===== config.mk =====
export PLATFORM = sky130hd
export DESIGN_NAME = text_vram_fetch_flat
export DESIGN_NICKNAME = d
export VERILOG_FILES = /design/src/rtl/text_pkg.sv /design/src/rtl/text_vram_fetch_if.sv /design/src/rtl/text_pipe_delay.sv /design/src/rtl/text_vram_fetch.sv /design/src/flat_wrapper.sv
export SDC_FILE = /design/constraint.sdc
export NUM_CORES = 1
export LEC_CHECK = 0
export CORE_MARGIN = 2
export CORE_UTILIZATION = 40
export DETAILED_ROUTE_END_ITERATION = 10
export GPL_ROUTABILITY_DRIVEN = 0
export PLACE_DENSITY = 0.79
export SLEW_MARGIN = 20
export SYNTH_ARGS = -nofsm -noshare
export SYNTH_HDL_FRONTEND = slang
export SYNTH_SLANG_ARGS = --single-unit

===== constraint.sdc =====
create_clock -name pixel_clk -period 3.5 [get_ports pixel_clk]
set_input_delay 0.7 -clock pixel_clk [delete_from_list [all_inputs] [get_ports pixel_clk]]
set_output_delay 0.7 -clock pixel_clk [all_outputs]
set_load 0.05 [all_outputs]

===== src/rtl/text_pkg.sv =====
// Shared constants and sideband record for the text-mode pixel pipeline.
package text_pkg;

  localparam int CHAR_W   = 8;
  localparam int CHAR_H   = 16;
  localparam int H_ACTIVE = 640;
  localparam int V_ACTIVE = 480;
  localparam int COLS     = H_ACTIVE / CHAR_W;
  localparam int ROWS     = V_ACTIVE / CHAR_H;

  typedef struct packed {
    logic [9:0] draw_x;
    logic [9:0] draw_y;
    logic       hs;
    logic       vs;
    logic       vde;
  } sideband_t;

  // Syncs are active-low, so their idle (reset) level is 1.
  localparam sideband_t SIDEBAND_RST = '{draw_x: 10'd0, draw_y: 10'd0,
                                         hs: 1'b1, vs: 1'b1, vde: 1'b0};

  // Linear cell index row*80 + col, built from shifts instead of a multiplier.
  function automatic logic [11:0] cell_index(input logic [9:0] x, input logic [9:0] y);
    logic [5:0] row;
    logic [6:0] col;
    row = y[9:4];
    col = x[9:3];
    return {row, 6'b0} + {2'b0, row, 4'b0} + {5'b0, col};
  endfunction

endpackage


===== src/rtl/text_vram_fetch_if.sv =====
// Text-VRAM read port: combinational address out, data back one cycle later.
interface text_vram_fetch_if #(parameter int ADDR_W = 10);

  logic [ADDR_W-1:0] vram_addr;
  logic [31:0]       vram_rdata;

  modport master (output vram_addr, input vram_rdata);
  modport slave  (input vram_addr, output vram_rdata);

endinterface


===== src/rtl/text_pipe_delay.sv =====
// N-stage shift register for the pixel sideband; syncs reset high, rest low.
module text_pipe_delay
  import text_pkg::*;
#(
  parameter int N = 2
) (
  input  logic      pixel_clk,
  input  logic      reset,
  input  sideband_t d,
  output sideband_t q
);

  sideband_t stages [N];

  // NOTE: sequential state uses non-blocking (<=) so every stage samples the
  // pre-edge value of its predecessor; blocking here would collapse the chain.
  // NOTE: this array is a handful of flops, not a RAM, so resetting it is cheap
  // and keeps the syncs idle-high straight out of reset.
  always_ff @(posedge pixel_clk or posedge reset) begin
    if (reset) begin
      for (int i = 0; i < N; i++) stages[i] <= SIDEBAND_RST;
    end else begin
      stages[0] <= d;
      for (int i = 1; i < N; i++) stages[i] <= stages[i-1];
    end
  end

  assign q = stages[N-1];

endmodule


===== src/rtl/text_vram_fetch.sv =====
// Text VRAM fetch stage: cell address decode, glyph byte select, sideband alignment.
// Optional blinking cursor enabled by defining TEXT_CURSOR_EN.
module text_vram_fetch
  import text_pkg::*;
#(
  parameter int COLS   = text_pkg::COLS,
  parameter int ROWS   = text_pkg::ROWS,
  parameter int ADDR_W = 10
) (
  input  logic                     pixel_clk,
  input  logic                     reset,
  input  logic [9:0]               draw_x,
  input  logic [9:0]               draw_y,
  input  logic                     hsync_in,
  input  logic                     vsync_in,
  input  logic                     vde_in,
  input  logic [31:0]              ctrl_reg_in,
  text_vram_fetch_if.master        vram,
`ifdef TEXT_CURSOR_EN
  input  logic [11:0]              cursor_idx,
`endif
  output logic [9:0]               draw_x_o,
  output logic [9:0]               draw_y_o,
  output logic                     hsync_o,
  output logic                     vsync_o,
  output logic                     vde_o,
  output logic [7:0]               code,
  output logic [31:0]              control
);

  localparam logic [9:0] X_LIMIT = 10'(COLS * CHAR_W);
  localparam logic [9:0] Y_LIMIT = 10'(ROWS * CHAR_H);

  logic [11:0] lin;
  logic        oor;
  logic        oor_q;
  logic [1:0]  sel;
  logic [7:0]  rd_byte;
  logic [7:0]  code_d;
  logic        vs_q;
  logic        sync_start;
  sideband_t   sb_in;
  sideband_t   sb_out;

  // NOTE: every signal written in an always_comb gets a value before any
  // conditional, otherwise a path that skips the assignment infers a latch.
  always_comb begin
    lin            = cell_index(draw_x, draw_y);
    oor            = (draw_x >= X_LIMIT) || (draw_y >= Y_LIMIT);
    vram.vram_addr = oor ? '0 : ADDR_W'(lin[11:2]);
  end

`ifdef TEXT_CURSOR_EN
  logic [11:0] lin_q;
  logic [5:0]  frame_cnt;

  always_ff @(posedge pixel_clk or posedge reset) begin
    if (reset) begin
      lin_q <= '0;
      oor_q <= 1'b1;
    end else begin
      lin_q <= lin;
      oor_q <= oor;
    end
  end

  always_ff @(posedge pixel_clk or posedge reset) begin
    if (reset)           frame_cnt <= '0;
    else if (sync_start) frame_cnt <= frame_cnt + 6'd1;
  end

  assign sel = lin_q[1:0];
`else
  logic [1:0] sel_q;

  // oor_q resets high so code stays 0 until real pixels reach stage 2.
  always_ff @(posedge pixel_clk or posedge reset) begin
    if (reset) begin
      sel_q <= '0;
      oor_q <= 1'b1;
    end else begin
      sel_q <= lin[1:0];
      oor_q <= oor;
    end
  end

  assign sel = sel_q;
`endif

  assign rd_byte = vram.vram_rdata[{sel, 3'b000} +: 8];

  always_comb begin
    code_d = oor_q ? 8'h00 : rd_byte;
`ifdef TEXT_CURSOR_EN
    if (!oor_q && (lin_q == cursor_idx) && !frame_cnt[5]) code_d[7] = ~code_d[7];
`endif
  end

  always_ff @(posedge pixel_clk or posedge reset) begin
    if (reset) code <= 8'h00;
    else       code <= code_d;
  end

  // Control is only sampled at vsync start so a mid-frame write cannot tear.
  assign sync_start = vs_q && !vsync_in;

  always_ff @(posedge pixel_clk or posedge reset) begin
    if (reset) begin
      vs_q    <= 1'b1;
      control <= '0;
    end else begin
      vs_q <= vsync_in;
      if (sync_start) control <= ctrl_reg_in;
    end
  end

  assign sb_in = '{draw_x: draw_x, draw_y: draw_y, hs: hsync_in, vs: vsync_in, vde: vde_in};

  text_pipe_delay #(.N(2)) u_sideband_delay (
    .pixel_clk (pixel_clk),
    .reset     (reset),
    .d         (sb_in),
    .q         (sb_out)
  );

  assign draw_x_o = sb_out.draw_x;
  assign draw_y_o = sb_out.draw_y;
  assign hsync_o  = sb_out.hs;
  assign vsync_o  = sb_out.vs;
  assign vde_o    = sb_out.vde;

endmodule


===== src/flat_wrapper.sv =====
// flat-port wrapper written by rule: the top's interface ports become plain ports
module text_vram_fetch_flat import text_pkg::*;
#(
  parameter int COLS   = text_pkg::COLS,
  parameter int ROWS   = text_pkg::ROWS,
  parameter int ADDR_W = 10
)
  (pixel_clk, reset, draw_x, draw_y, hsync_in, vsync_in, vde_in, ctrl_reg_in, draw_x_o, draw_y_o, hsync_o, vsync_o, vde_o, code, control, vram_vram_addr, vram_vram_rdata);
  text_vram_fetch_if #(.ADDR_W(ADDR_W)) vram_i ();
  input  logic pixel_clk;
  input  logic reset;
  input  logic [9:0] draw_x;
  input  logic [9:0] draw_y;
  input  logic hsync_in;
  input  logic vsync_in;
  input  logic vde_in;
  input  logic [31:0] ctrl_reg_in;
  output logic [9:0] draw_x_o;
  output logic [9:0] draw_y_o;
  output logic hsync_o;
  output logic vsync_o;
  output logic vde_o;
  output logic [7:0] code;
  output logic [31:0] control;
  output wire logic [$bits(vram_i.vram_addr)-1:0] vram_vram_addr;
  input wire logic [$bits(vram_i.vram_rdata)-1:0] vram_vram_rdata;
  assign vram_vram_addr = vram_i.vram_addr;
  assign vram_i.vram_rdata = vram_vram_rdata;
  text_vram_fetch #(.COLS(COLS), .ROWS(ROWS), .ADDR_W(ADDR_W)) u_core (.pixel_clk(pixel_clk), .reset(reset), .draw_x(draw_x), .draw_y(draw_y), .hsync_in(hsync_in), .vsync_in(vsync_in), .vde_in(vde_in), .ctrl_reg_in(ctrl_reg_in), .vram(vram_i), .draw_x_o(draw_x_o), .draw_y_o(draw_y_o), .hsync_o(hsync_o), .vsync_o(vsync_o), .vde_o(vde_o), .code(code), .control(control));
endmodule

Word level (Yosys, flattened, before mapping)
Index checks and enable logic that the tools add are counted.

Register bits: 89. Input bits: 89. Output and inout port bits: 73.

Add/subtract/negate cells: 2. Magnitude comparators: 2. Shift operators: 1. Muxes and demuxes: 2. Reductions and logical operators: 3.

Operators by type and width (number): $shiftx A32 B6 Y8 (1); $add A12 B10 Y12 (1); $add A12 B7 Y12 (1); $ge A10 B10 Y1 const B (1); $ge A10 B9 Y1 const B (1); $mux W10 (1); $mux W8 (1); $logic_and A1 B1 Y1 (1); $logic_not A1 Y1 (1); $logic_or A1 B1 Y1 (1).

Logic depth before layout (Yosys ltp)
Depth in word-level cells: 3. Gate-level depth with buffers: 8. Gate-level depth less buffers: 8.

Modules after synthesis
From an unflattened synthesis, not the netlist that was laid out.

Cells, all modules: 222. Area total of the unflattened synthesis: 3462.1 um2.

Modules (own cells, without submodules): text_vram_fetch (times used 1, cells an instance 152, area each 2129.5 um2, seq. area each 1103.6 um2); text_pipe_delay (times used 1, cells an instance 70, area each 1332.5 um2, seq. area each 1156.1 um2).

Worst setup path before layout
Ideal clock, no wire load.

Kind: input to output. Start point: input draw_x[9]. End point: output vram_vram_addr[8]. Arrival: 3148 ps. Data required time: 2800 ps. Setup slack: -348 ps. Stages on the path: 8. Path through: inv_1 > fa_1 > inv_1 > ha_1 > a21o_1 > o2111ai_1 > a21oi_1 > nor3b_1.

Longest elaborated chain between the ends: 3.

Ends and longest elaborated chain: start, declared (line flat_wrapper.sv:12) `input logic [9:0] draw_x;`; $ge A10 B10 Y1 (line text_vram_fetch.sv:49) `oor = (draw_x >= X_LIMIT) || (draw_y >= Y_LIMIT);`; $logic_or A1 B1 Y1 (line text_vram_fetch.sv:49); $mux W10 (*) (line text_vram_fetch.sv:50) `vram.vram_addr = oor ? '0 : ADDR_W'(lin[11:2]);`; end, declared (line flat_wrapper.sv:25) `output wire logic [$bits(vram_i.vram_addr)-1:0] vram_vram_addr;`.

Mark *: on every way between the ends. The rest lies on a longest branch, timed or not.

Worst setup path in the final report
Start point: input draw_y[6]. End point: output vram_vram_addr[6].

Longest elaborated chain between the ends: 3.

Ends and longest elaborated chain: start, declared (line flat_wrapper.sv:13) `input logic [9:0] draw_y;`; $add A12 B10 Y12 or $ge A10 B9 Y1 (tied branches) (line text_pkg.sv:29, text_vram_fetch.sv:49); $add A12 B7 Y12 or $logic_or A1 B1 Y1 (tied branches) (line text_pkg.sv:29, text_vram_fetch.sv:49); $mux W10 (*) (line text_vram_fetch.sv:50).

Marked as above.

==> flow_summary.json <==
{
  "synth_area_sq_um": 3359,
  "stdcell_area_sq_um": 5313,
  "fmax_mhz": 289.1,
  "cts_buffers": 9,
  "crit_end": "vram_vram_addr[6]",
  "cts-root-buf": "clkbuf_8",
  "syn_nets": 317,
  "synth-seq-cells": 87,
  "fin_crit_ps": 3459,
  "cts_buffer_depth": 2,
  "grt_usage_pct": 16.00,
  "area_growth_pct": 58.14,
  "yosysWarningCount": 0,
  "die_w_um": 95.65,
  "vias": 2197,
  "pre_cts_ws_ps": -273.9,
  "drive_gt1_share_pct": 24.40,
  "required_ps": 2800,
  "vias_per_cell": 4.558,
  "drt_iter0_drc": 43,
  "start_util_pct": 41.09,
  "rsz0062_at_grt": "yes",
  "firstDrtPassIters": 4,
  "core-area_sq_um": 8175,
  "fp.dieH_um": 95.65,
  "clk_latency_ps": 340,
  "slew_headroom_pct": 56.60,
  "nNetsFinal": 474,
  "die_area_sq_um": 9148,
  "cts_setup_buffers": 0,
  "maxSlewViolCount": 0,
  "worstPathArrival_ps": 2760,
  "grt_pass1_wl_um": 10850,
  "r2r_start": "u_core.vs_q",
  "peakVddDrop_mv": 0.2308,
  "netlist.top_cell.by_area": "dfrtp_1",
  "rrSetupSlack_ps": 1710,
  "route.detailed.drc": 0,
  "n_antenna_cell": 0,
  "powerDensity_nw_per_um2": 495.8,
  "wire_per_inst_um": 15.33,
  "power_mw": 2.634,
  "clkTransAtPathRegs_ps": 80,
  "hp-class": "flip-flop to flip-flop",
  "synth_top_area_share_pct": 61.08,
  "holdBufCountCts": 0,
  "final-seq-area_sq_um": 2183,
  "post-dp-hpwl_um": 5678,
  "cts_tree": "done",
  "skew_ps": 8.858,
  "grt_max_degree": 50,
  "setup_violations": 0,
  "worst_pin_slew_ps": 650.2,
  "cap_violations": 0,
  "setup_tns_ps": 0,
  "synth.distinct_cells": 25,
  "post-route-period-util_pct": 98.82,
  "endpoint_kind": "primary output",
  "cts_num_sinks": 87,
  "ant_nets": 0,
  "setup_slack_ps": 41.42,
  "crit_fanout": 2,
  "rows": 33,
  "startpoint_type": "primary input",
  "grt_pass1_vias": 2200,
  "finish.utilization_pct": 64.98,
  "antenna_found_initial": 0,
  "status": "finished, final reports clean",
  "io_buffers": 161,
  "io_pins": 162,
  "syn_avg_cell_area_sq_um": 15.63,
  "synthCells": 215,
  "startpoint": "draw_y[6]",
  "critPathKind": "primary input to primary output",
  "r2r_end": "u_core.control[30]",
  "ys_seq_area_share_pct": 64.99,
  "globalRoute.totalOverflow": 0,
  "htree_levels": 3,
  "hold_viol_final": 0,
  "synth_area_leaders": "dfrtp_1 61%, mux2_2 10%, mux4_2 5.4%",
  "worst_r2r_path_depth": 3,
  "dpl-instance-area_sq_um": 5071,
  "multi_input_area_sq_um": 994.7,
  "num-fill-cells": 602,
  "p_leak_nw": 2.294,
  "wl_um": 7389
}
-- final cells by class --
cell class / count / share of cell area [%]
Timing Repair Buffer: 172 / 33.09
Inverter: 10 / 0.7301
Tap cell: 105 / 2.473
Clock inverter: 6 / 1.295
Multi-Input combinational cell: 92 / 18.72
Clock buffer: 10 / 2.591
Sequential cell: 87 / 41.10
-- power breakdown --
group | switching [mW] | internal, mW | leakage [nW]
logic | 0.454 | 0.341 | 1.17
registers | 0.0417 | 1.09 | 1.02
clock network | 0.350 | 0.353 | 0.103
total | 0.845 | 1.79 | 2.29
-- cells by family after synthesis --
logic type      Yosys count  synth area share, %
flops                    87                64.99
mux                      40                16.09
buf+inv                  36                6.890
simple gates             24                3.910
compound gates           13                2.309
fa+ha+maj                13                5.289
xor+xnor                  2               0.5215
-- Yosys cell counts --
cell / number
a41oi_1: 1
o21ai_0: 3
a21oi_1: 6
buf_6: 1
mux2_1: 2
nor3_1: 1
dfstp_2: 5
nand2b_1: 1
nor2_1: 6
buf_4: 23
nand3_1: 1
inv_1: 10
clkbuf_2: 2
xor2_1: 2
nand2_1: 1
ha_1: 11
nor2b_1: 9
and3_1: 4
mux2_2: 30
mux4_2: 8
nor3b_1: 1
dfrtp_1: 82
o2111ai_1: 1
a21o_1: 2
fa_1: 2
-- worst max-delay path, cell delays in order --
cell           delay, ps
dlygate4sd2_1        230
inv_2                 50
fa_1                 590
inv_1                 60
ha_1                 300
a21o_1               210
a21oi_1              190
xor2_1               190
nor2_2                80
buf_12               160
-- state kept, by name, indices dropped and copies added (netlist names) --
name                            flops
u_core.control                     32
u_core.code                         8
u_core.u_sideband_delay.stages     21
u_core.sel                          1
u_core.oor_q                        1
u_core.u_sideband_delay.q          23
u_core.vs_q                         1
-- how the worst min path moves through the flow --
stage / from / endpoint / slack, ps / cells after the start
after floorplan: u_core.u_sideband_delay.stages[23] / u_core.u_sideband_delay.q[0] / 330 / 0
after global placement: u_core.u_sideband_delay.stages[37] / u_core.u_sideband_delay.q[14] / 330 / 0
after detailed placement: u_core.u_sideband_delay.stages[23] / u_core.u_sideband_delay.q[0] / 330 / 0
after CTS: u_core.u_sideband_delay.stages[34] / u_core.u_sideband_delay.q[11] / 350 / 0
after global routing: u_core.u_sideband_delay.stages[41] / u_core.u_sideband_delay.q[18] / 360 / 0
final: u_core.u_sideband_delay.stages[34] / u_core.u_sideband_delay.q[11] / 350 / 0
-- placed cells by master (no fill, tap or decap), types with 2 or more instances in the layout --
cell type	n
dlymetal6s2s_1	2
a21oi_2	2
a21oi_1	3
mux2_2	30
dfstp_2	5
ha_1	11
clkinv_4	2
mux4_2	8
mux2_1	2
and3_1	4
buf_12	7
nor2_1	5
a21o_1	2
clkinv_2	2
dlygate4sd2_1	3
xor2_1	2
buf_4	14
nor2b_1	8
clkdlybuf4s50_1	146
clkbuf_8	10
dfrtp_1	82
inv_1	8
o21ai_1	2
-- timing repair --
item / 4_1_cts / 5_1_grt
cloned: 0 / 0
setup endpoints to repair: 5 / 4
gates resized for setup: 8 / 7
hold endpoints to repair: 0 / 0
pin swaps: 6 / 4
-- per-layer routing --
| metal | vias up | part of all wire [%] | global-route usage, % |
|---|---|---|---|
| li1 | 1023 | - | - |
| met1 | 1068 | 39 | 18.85 |
| met2 | 98 | 48 | 26.11 |
| met3 | 8 | 11 | 6.957 |
| met4 | 0 | 1.3 | 5.714 |
| met5 | - | 0 | 0 |
-- through the flow --
step	hold WS (ps)	std cells
floorplan	331.2	215
global placement	331.3	466
detailed placement	334.7	466
CTS	354.1	482
global route	358.0	482
finish	352.1	482
Note: power is estimated with default switching activity, not from simulation.
